**src/rtl/wb_regfile_unit_pkg.sv**
```systemverilog
// Shared widths, writeback-select and load funct3 encodings, FSM state type
// for the RV32I writeback / register-file unit.
package wb_regfile_unit_pkg;

    localparam int XLEN       = 32;
    localparam int NREGS      = 32;
    localparam int REG_ADDR_W = 5;

    localparam logic [1:0] WB_SEL_ALU  = 2'b00;
    localparam logic [1:0] WB_SEL_MEM  = 2'b01;
    localparam logic [1:0] WB_SEL_PC4  = 2'b10;
    localparam logic [1:0] WB_SEL_RSVD = 2'b11;

    localparam logic [2:0] FUNCT3_LB  = 3'b000;
    localparam logic [2:0] FUNCT3_LH  = 3'b001;
    localparam logic [2:0] FUNCT3_LW  = 3'b010;
    localparam logic [2:0] FUNCT3_LBU = 3'b100;
    localparam logic [2:0] FUNCT3_LHU = 3'b101;

    typedef enum logic [0:0] {
        ST_IDLE     = 1'b0,
        ST_WAIT_MEM = 1'b1
    } wbState_t;

endpackage

```
**src/rtl/wb_regfile_unit_load_align.sv**
```systemverilog
// Combinational load extractor: picks the addressed byte/halfword out of a
// memory word and sign- or zero-extends it according to funct3.
module wb_regfile_unit_load_align
    import wb_regfile_unit_pkg::*;
(
    input  logic [XLEN-1:0] word,
    input  logic [1:0]      off,
    input  logic [2:0]      funct3,
    output logic [XLEN-1:0] value
);

    logic [7:0]  byteSel;
    logic [15:0] halfSel;

    // off[0] is deliberately ignored for halfwords: no misalignment trap.
    assign byteSel = word[{off, 3'b000} +: 8];
    assign halfSel = off[1] ? word[31:16] : word[15:0];

    always_comb begin
        value = word;
        unique case (funct3)
            FUNCT3_LB:  value = {{24{byteSel[7]}}, byteSel};
            FUNCT3_LBU: value = {24'h000000, byteSel};
            FUNCT3_LH:  value = {{16{halfSel[15]}}, halfSel};
            FUNCT3_LHU: value = {16'h0000, halfSel};
            default:    value = word;
        endcase
    end

endmodule

```
**src/rtl/wb_regfile_unit.sv**
```systemverilog
// Writeback stage: selects the W-stage result, commits it to the 32x32
// register file, serves two bypassed read ports and stalls on late loads.
module wb_regfile_unit
    import wb_regfile_unit_pkg::*;
(
    input  logic                  clk,
    input  logic                  rst,
    input  logic                  wb_validW,
    input  logic                  reg_writeW,
    input  logic [1:0]            wb_selW,
    input  logic [REG_ADDR_W-1:0] rdW,
    input  logic [XLEN-1:0]       alu_outW,
    input  logic [XLEN-1:0]       jump_result_plus4W,
    input  logic [2:0]            funct3W,
    input  logic [XLEN-1:0]       mem_rdata,
    input  logic                  mem_resp_valid,
    input  logic [REG_ADDR_W-1:0] rs1_addr,
    input  logic [REG_ADDR_W-1:0] rs2_addr,
    output logic [XLEN-1:0]       rs1_data,
    output logic [XLEN-1:0]       rs2_data,
    output logic                  stall,
    output logic                  wb_en,
    output logic [REG_ADDR_W-1:0] wb_rd,
    output logic [XLEN-1:0]       wb_data
);

    wbState_t              state;
    logic [REG_ADDR_W-1:0] pendRd;
    logic [2:0]            pendFunct3;
    logic [1:0]            pendOff;
    logic                  pendRegWrite;

    logic            inWait;
    logic            loadMiss;
    logic [1:0]      alignOff;
    logic [2:0]      alignFunct3;
    logic [XLEN-1:0] alignedLoad;
    logic [XLEN-1:0] selData;

    logic [XLEN-1:0] regs [NREGS];

    assign inWait   = (state == ST_WAIT_MEM);
    assign loadMiss = !inWait && wb_validW && (wb_selW == WB_SEL_MEM) && !mem_resp_valid;

    // While waiting, the upstream W inputs may change; only the captured
    // offset/size are trusted.
    assign alignOff    = inWait ? pendOff    : alu_outW[1:0];
    assign alignFunct3 = inWait ? pendFunct3 : funct3W;

    wb_regfile_unit_load_align uLoadAlign (
        .word   (mem_rdata),
        .off    (alignOff),
        .funct3 (alignFunct3),
        .value  (alignedLoad)
    );

    always_comb begin
        selData = '0;
        unique case (wb_selW)
            WB_SEL_ALU: selData = alu_outW;
            WB_SEL_MEM: selData = alignedLoad;
            WB_SEL_PC4: selData = jump_result_plus4W;
            default:    selData = '0;
        endcase
    end

    always_ff @(posedge clk or posedge rst) begin
        if (rst) begin
            state        <= ST_IDLE;
            pendRd       <= '0;
            pendFunct3   <= '0;
            pendOff      <= '0;
            pendRegWrite <= 1'b0;
        end else begin
            unique case (state)
                ST_IDLE: begin
                    if (loadMiss) begin
                        state        <= ST_WAIT_MEM;
                        pendRd       <= rdW;
                        pendFunct3   <= funct3W;
                        pendOff      <= alu_outW[1:0];
                        pendRegWrite <= reg_writeW;
                    end
                end
                ST_WAIT_MEM: begin
                    if (mem_resp_valid) begin
                        state <= ST_IDLE;
                    end
                end
                default: state <= ST_IDLE;
            endcase
        end
    end

    // Gated by rst so stall/wb_en drop the instant reset asserts.
    always_comb begin
        stall   = 1'b0;
        wb_en   = 1'b0;
        wb_rd   = rdW;
        wb_data = selData;
        if (!rst) begin
            if (inWait) begin
                wb_rd   = pendRd;
                wb_data = alignedLoad;
                if (mem_resp_valid) begin
                    wb_en = pendRegWrite;
                end else begin
                    stall = 1'b1;
                end
            end else if (loadMiss) begin
                stall = 1'b1;
            end else begin
                wb_en = wb_validW && reg_writeW && (wb_selW != WB_SEL_RSVD);
            end
        end
    end

    assign regs[0] = '0;

    genvar gi;
    generate
        for (gi = 1; gi < NREGS; gi++) begin : gRegs
            always_ff @(posedge clk or posedge rst) begin
                if (rst) begin
                    regs[gi] <= '0;
                end else if (wb_en && (wb_rd == REG_ADDR_W'(gi))) begin
                    regs[gi] <= wb_data;
                end
            end
        end
    endgenerate

    // Write-first bypass so decode sees the value being committed this cycle.
    assign rs1_data = (rs1_addr == '0) ? '0 :
                      (wb_en && (wb_rd == rs1_addr)) ? wb_data : regs[rs1_addr];
    assign rs2_data = (rs2_addr == '0) ? '0 :
                      (wb_en && (wb_rd == rs2_addr)) ? wb_data : regs[rs2_addr];

endmodule

```
**config.mk**
```make
export PLATFORM = sky130hd
export DESIGN_NAME = wb_regfile_unit
export DESIGN_NICKNAME = d
export VERILOG_FILES = /design/src/rtl/wb_regfile_unit_pkg.sv /design/src/rtl/wb_regfile_unit_load_align.sv /design/src/rtl/wb_regfile_unit.sv
export SDC_FILE = /design/constraint.sdc
export NUM_CORES = 2
export LEC_CHECK = 0
export CAP_MARGIN = 5
export CORE_MARGIN = 4
export CORE_UTILIZATION = 55
export DETAILED_ROUTE_END_ITERATION = 10
export MAX_ROUTING_LAYER = met4
export PLACE_DENSITY = 0.82
export SYNTH_ARGS = -nofsm -noshare
export SYNTH_HDL_FRONTEND = slang
export SYNTH_SLANG_ARGS = --single-unit
```
**constraint.sdc**
```tcl
create_clock -name clk -period 61.4 [get_ports clk]
set_input_delay 18.42 -clock clk [delete_from_list [all_inputs] [get_ports clk]]
set_output_delay 18.42 -clock clk [all_outputs]
set_load 0.02 [all_outputs]
```
### After elaboration in Yosys (flattened, before gate mapping)

Cells that the tools add are included.

* output and inout port bits: 103
* ROM bits: 0
* logic and storage cells: 154
* bits in latches: 0
* memories kept: 0
* memory bits (writable): 0
* bits in registers: 1004

* shift-type cells: 1
* add/sub/neg operators: 0
* equal/unequal tests: 39
* div/mod/pow operators: 0
* multiply operators: 0
* reductions and logical operators: 45
* order comparisons: 2
* multiplexer cells: 28
* bitwise logic cells: 3

Operators with widths (number)
* 32-bit binary-select mux with 5-bit select: 2
* 32-bit two-way mux: 10
* 32-bit case mux with 4 select lines: 1
* 32-bit case mux with 3 select lines: 1
* 5-bit equality test (second input constant): 16
* 5-bit by 4-bit equality test with 1-bit output (second input constant): 8
* 1-bit logical AND: 38
* 32-bit by 6-bit indexed part select with 8-bit output: 1
* 5-bit by 3-bit equality test with 1-bit output (second input constant): 4
* 16-bit two-way mux: 1
* 6-bit >= comparator (second input constant): 2
* 5-bit NOT with 6-bit output: 2
* 5-bit by 2-bit equality test with 1-bit output (second input constant): 2
* 5-bit equality test: 2
* 5-bit logical NOT: 2
* 5-bit two-way mux: 2
* 1-bit two-way mux: 8
* 3-bit equality test (second input constant): 2
* 5-bit by 1-bit equality test with 1-bit output (second input constant): 1
* 3-bit by 1-bit equality test with 1-bit output (second input constant): 1
* 3-bit logical NOT: 1
* 3-bit two-way mux: 1
* 2-bit by 1-bit equality test with 1-bit output (second input constant): 1
* 2-bit equality test (second input constant): 1
* other kinds (7): 8

### Logic depth before layout (Yosys ltp)

* word-level depth: 10
* depth in mapped cells: 11

### Hierarchy

Synthesis repeated with hierarchy kept, for this count alone.

* cell total of the unflattened synthesis: 5204
* area total of the unflattened synthesis: 54745.0 sq um

By module, submodules not included
* wb_regfile_unit: cells each 5108, area each 53899.2 sq um, times used 1, seq. area each 25124.1 sq um
* wb_regfile_unit_load_align: cells each 96, area each 845.8 sq um, times used 1, seq. area each 0.0 sq um

### Worst setup path before layout

No wires, ideal clock.

* path type: input to output
* start: input rst
* end: output stall
* arrival: 40877 ps
* slack: 2103 ps
* buffers on the path: 0
* cell stages on the path: 2
* required time: 42980 ps
* path through: inv_1 and2_1

* word-level cells in the longest chain between the ends: 1

RTL lines
* start: declaration: line wb_regfile_unit.sv:7 `input logic rst,`
* 1-bit two-way mux: line wb_regfile_unit.sv:101 `if (!rst) begin`
* end: declaration: line wb_regfile_unit.sv:21 `output logic stall,`

No other way between the ends.

### Final worst setup path

* start: input rs1_addr[0]
* end: output rs1_data[3]

* word-level cells in the longest chain between the ends: 6
* elaborated cells between the ends (all ways): 9

RTL lines
* start: declaration: line wb_regfile_unit.sv:17 `input logic [REG_ADDR_W-1:0] rs1_addr,`
* 5-bit NOT with 6-bit output (not written as such): line wb_regfile_unit.sv:135 `(wb_en && (wb_rd == rs1_addr)) ? wb_data : regs[rs1_addr];`
* 32-bit binary-select mux with 5-bit select: line wb_regfile_unit.sv:135
* 32-bit two-way mux (not written as such) (2 in a row): line wb_regfile_unit.sv:135
* 32-bit two-way mux: line wb_regfile_unit.sv:135
* 32-bit two-way mux *: line wb_regfile_unit.sv:134 `assign rs1_data = (rs1_addr == '0) ? '0 :`
* end: declaration: line wb_regfile_unit.sv:19 `output logic [XLEN-1:0] rs1_data,`

Mark *: on every way between the ends. The rest lies on a longest branch, timed or not. The select of a mux whose other input is x is not followed.

==> metrics.yaml <==
root_buffer: "clkbuf_16"
grt_pass1_wl_um: 271000
maxCapViolCount: 0
synthToLayoutAreaGrowth_pct: 11.6
cts_buffers: 99
worstSetupPathType: "primary input to output port"
worst-slew-pin-transition_ns: 1.38
start_kind: "primary input"
layout_commonest_cell: "nor2_1"
pwr-share-comb_pct: 21.2
cts_tree: "done"
ys_ff_latch: 1004
setup_ws_ns: 19.04
cts_max_level: 3
clk_latency_ns: 0.71
clock_path_buffers: 3
start_util_pct: 55.7
power_switching_uw: 556
ir_worst_vdd_mv: 0.0287
place_congestion: 0.906
post_drt_wl_per_cell_um: 29.1
die_w_um: 322
r2r-start: "inWait"
yosys_warnings: 0
sw_frac_of_total_pct: 29.8
hold_end: "pendFunct3[2]"
die_area_mm2: 0.103
grt_max_degree: 126
drive_gt1_share_pct: 20.3
io_buffers: 223
route.detailed.drc: 0
finalWirelength_um: 180000
drt_iter0_markers: 6792
hold_viol_final: 0
crit_fanout: 104
vias: 44189
track_usage_pct: 35.7
synth-main-ff-cell: "dfrtp_1"
relSlewSlack_pct: 8.21
r2r_slack_ns: 57.30
min_from: "pendFunct3[2]"
dr.pass1.iters: 8
ios: 224
synthArstFlopShare_pct: 100
synth_edf_count: 0
hold_depth: 1
status: "finished, final reports clean"
clock.fmax_mhz: 23.6
clock_sinks: 1004
r2r_cells: 5
hold_slack_ns: 0.507
antenna_found_initial: 3
finalSetupTns_ns: 0
power_frac_seq_pct: 44.3
end_kind: "output port"
cts_setup_buffers: 0
cp.arrival_ns: 23.94
power_density_mw_per_mm2: 30.9
p_clk_share_pct: 34.5
dp_hpwl_um: 102000
syn_area_per_cell_um2: 11.1
syn-instance-count: 4868
synth_cell_types: 56
place_ws_ns: 18.95
ctsResizeCount: 0
rsz0062_at_grt: "no"
mostFrequentLayoutCells: "nor2_1 (1,015), dfrtp_1 (1,004), a21oi_1 (929)"
synth_fp_nets: 4989
timing.final.crit_share_pct: 69.0
gr-total-overflow: 0
syn_area_mm2: 0.0541
fin_nets: 4934
finalMaxSlewViolations: 0
n_fill_cell: 7072
grt_pass1_vias: 44800
ys_seq_area_share_pct: 46.4
power_leakage_uw: 0.0261
fin_crit_ns: 42.36
ctsHoldBuffers: 0
required_ns: 42.98
die_y_um: 322
core-area_mm2: 0.0971
antenna_left: 0
hp-class: "flip-flop to flip-flop"
vias_per_cell: 7.16
internal_power_uw: 1310
worst_r2r_endpoint: "regs[112]"
clk_pin_slew_ns: 0.06
row_count: 114
setup_viol: 0
skew_ns: 0.0360
metrics by stage:
stage          power, uW  cell area [um2]  utilization (%)  cells
2_1_floorplan       1090            54100                -   4868
3_3_place_gp        1200            57000             58.7   5988
3_5_place_dp        1220            57000             58.7   5988
4_1_cts             1850            60400             62.2   6169
5_1_grt             1930            60400             62.2   6172
6_report            1870            60400             62.2   6174
state kept, by name (all words and copies together), names as in the netlist:
signal and flops:
pendRd 5, regs 992, pendRegWrite 1, inWait 1
pendOff 2, pendFunct3 3
final cells by class:
| cell class | instances | area, um2 | area share (%) |
|---|---|---|---|
| clock buffer | 143 | 2960 | 4.90 |
| multi-input combinational | 3312 | 26900 | 44.5 |
| timing repair buffer | 346 | 3180 | 5.27 |
| tap | 1276 | 1600 | 2.64 |
| inverter | 50 | 198 | 0.327 |
| sequential | 1004 | 25100 | 41.6 |
| antenna | 5 | 12.5 | 0.0207 |
| clock inverter | 38 | 449 | 0.744 |
worst max-delay path, stage by stage:
cell             delay (ns)
buf_8                  0.58
buf_4                  0.75
buf_12                 0.52
buf_4                  0.89
nor2b_4                0.31
buf_4                  0.39
a22o_1                 0.29
mux4_2                 0.44
mux2i_1                0.39
o22ai_1                0.14
clkdlybuf4s50_1        0.59
synthesized netlist by cell type (4+ instances only):
library cell	instances	area, um2
inv_1	47	176
o211ai_1	7	52.6
mux4_2	501	11300
a22o_1	30	263
a21oi_2	14	123
nor4_4	29	617
o21a_1	7	52.6
nand2_1	121	454
xor2_1	9	78.8
o21ai_0	108	541
a221oi_1	24	210
a21oi_1	950	4750
a211oi_1	15	113
nor3_1	11	55.1
o32ai_1	7	61.3
buf_6	7	78.8
and2_1	4	25.0
a21o_1	17	128
clkbuf_1	238	893
o22ai_1	100	626
mux2_2	97	1090
nor2_1	1018	3820
o221ai_1	6	52.6
buf_2	175	876
nand2b_1	8	50.1
dfrtp_1	1004	25100
buf_1	77	289
buf_4	5	37.5
a31oi_2	8	100
mux2i_1	151	1510
a22oi_1	38	285
worst max path at each step:
stage          slack (ns)        start     endpoint
4_1_cts             18.94  rs1_addr[0]  rs1_data[3]
3_3_place_gp        18.98  rs1_addr[0]  rs1_data[3]
6_report            19.04  rs1_addr[0]  rs1_data[3]
2_1_floorplan        2.10          rst        stall
3_5_place_dp        18.95  rs1_addr[0]  rs1_data[3]
5_1_grt             18.54  rs1_addr[0]  rs1_data[3]
power by group through the flow:
stage | Clock (uW) | Combinational (uW) | Sequential [uW]
finish | 643 | 395 | 827
global route | 671 | 423 | 835
CTS | 643 | 389 | 822
detailed placement | 0 | 385 | 832
global placement | 0 | 372 | 823
floorplan | 0 | 280 | 811
logic make-up after synthesis:
logic type,synth area share [%]
and+or+nand+nor,9.52
muxes,25.7
buffers and inverters,4.37
xor gates and xnor gates,0.194
DFF,46.4
AOI/OAI and AO/OA,13.8
metal layers:
layer	GRT usage [%]	vias up	wire length [um]
li1	-	17676	-
met1	43.4	21738	59700
met2	52.1	3734	80500
met3	11.8	1041	25800
met4	21.6	0	13700
met5	-	-	0
Power figures use the tool's default switching activity.
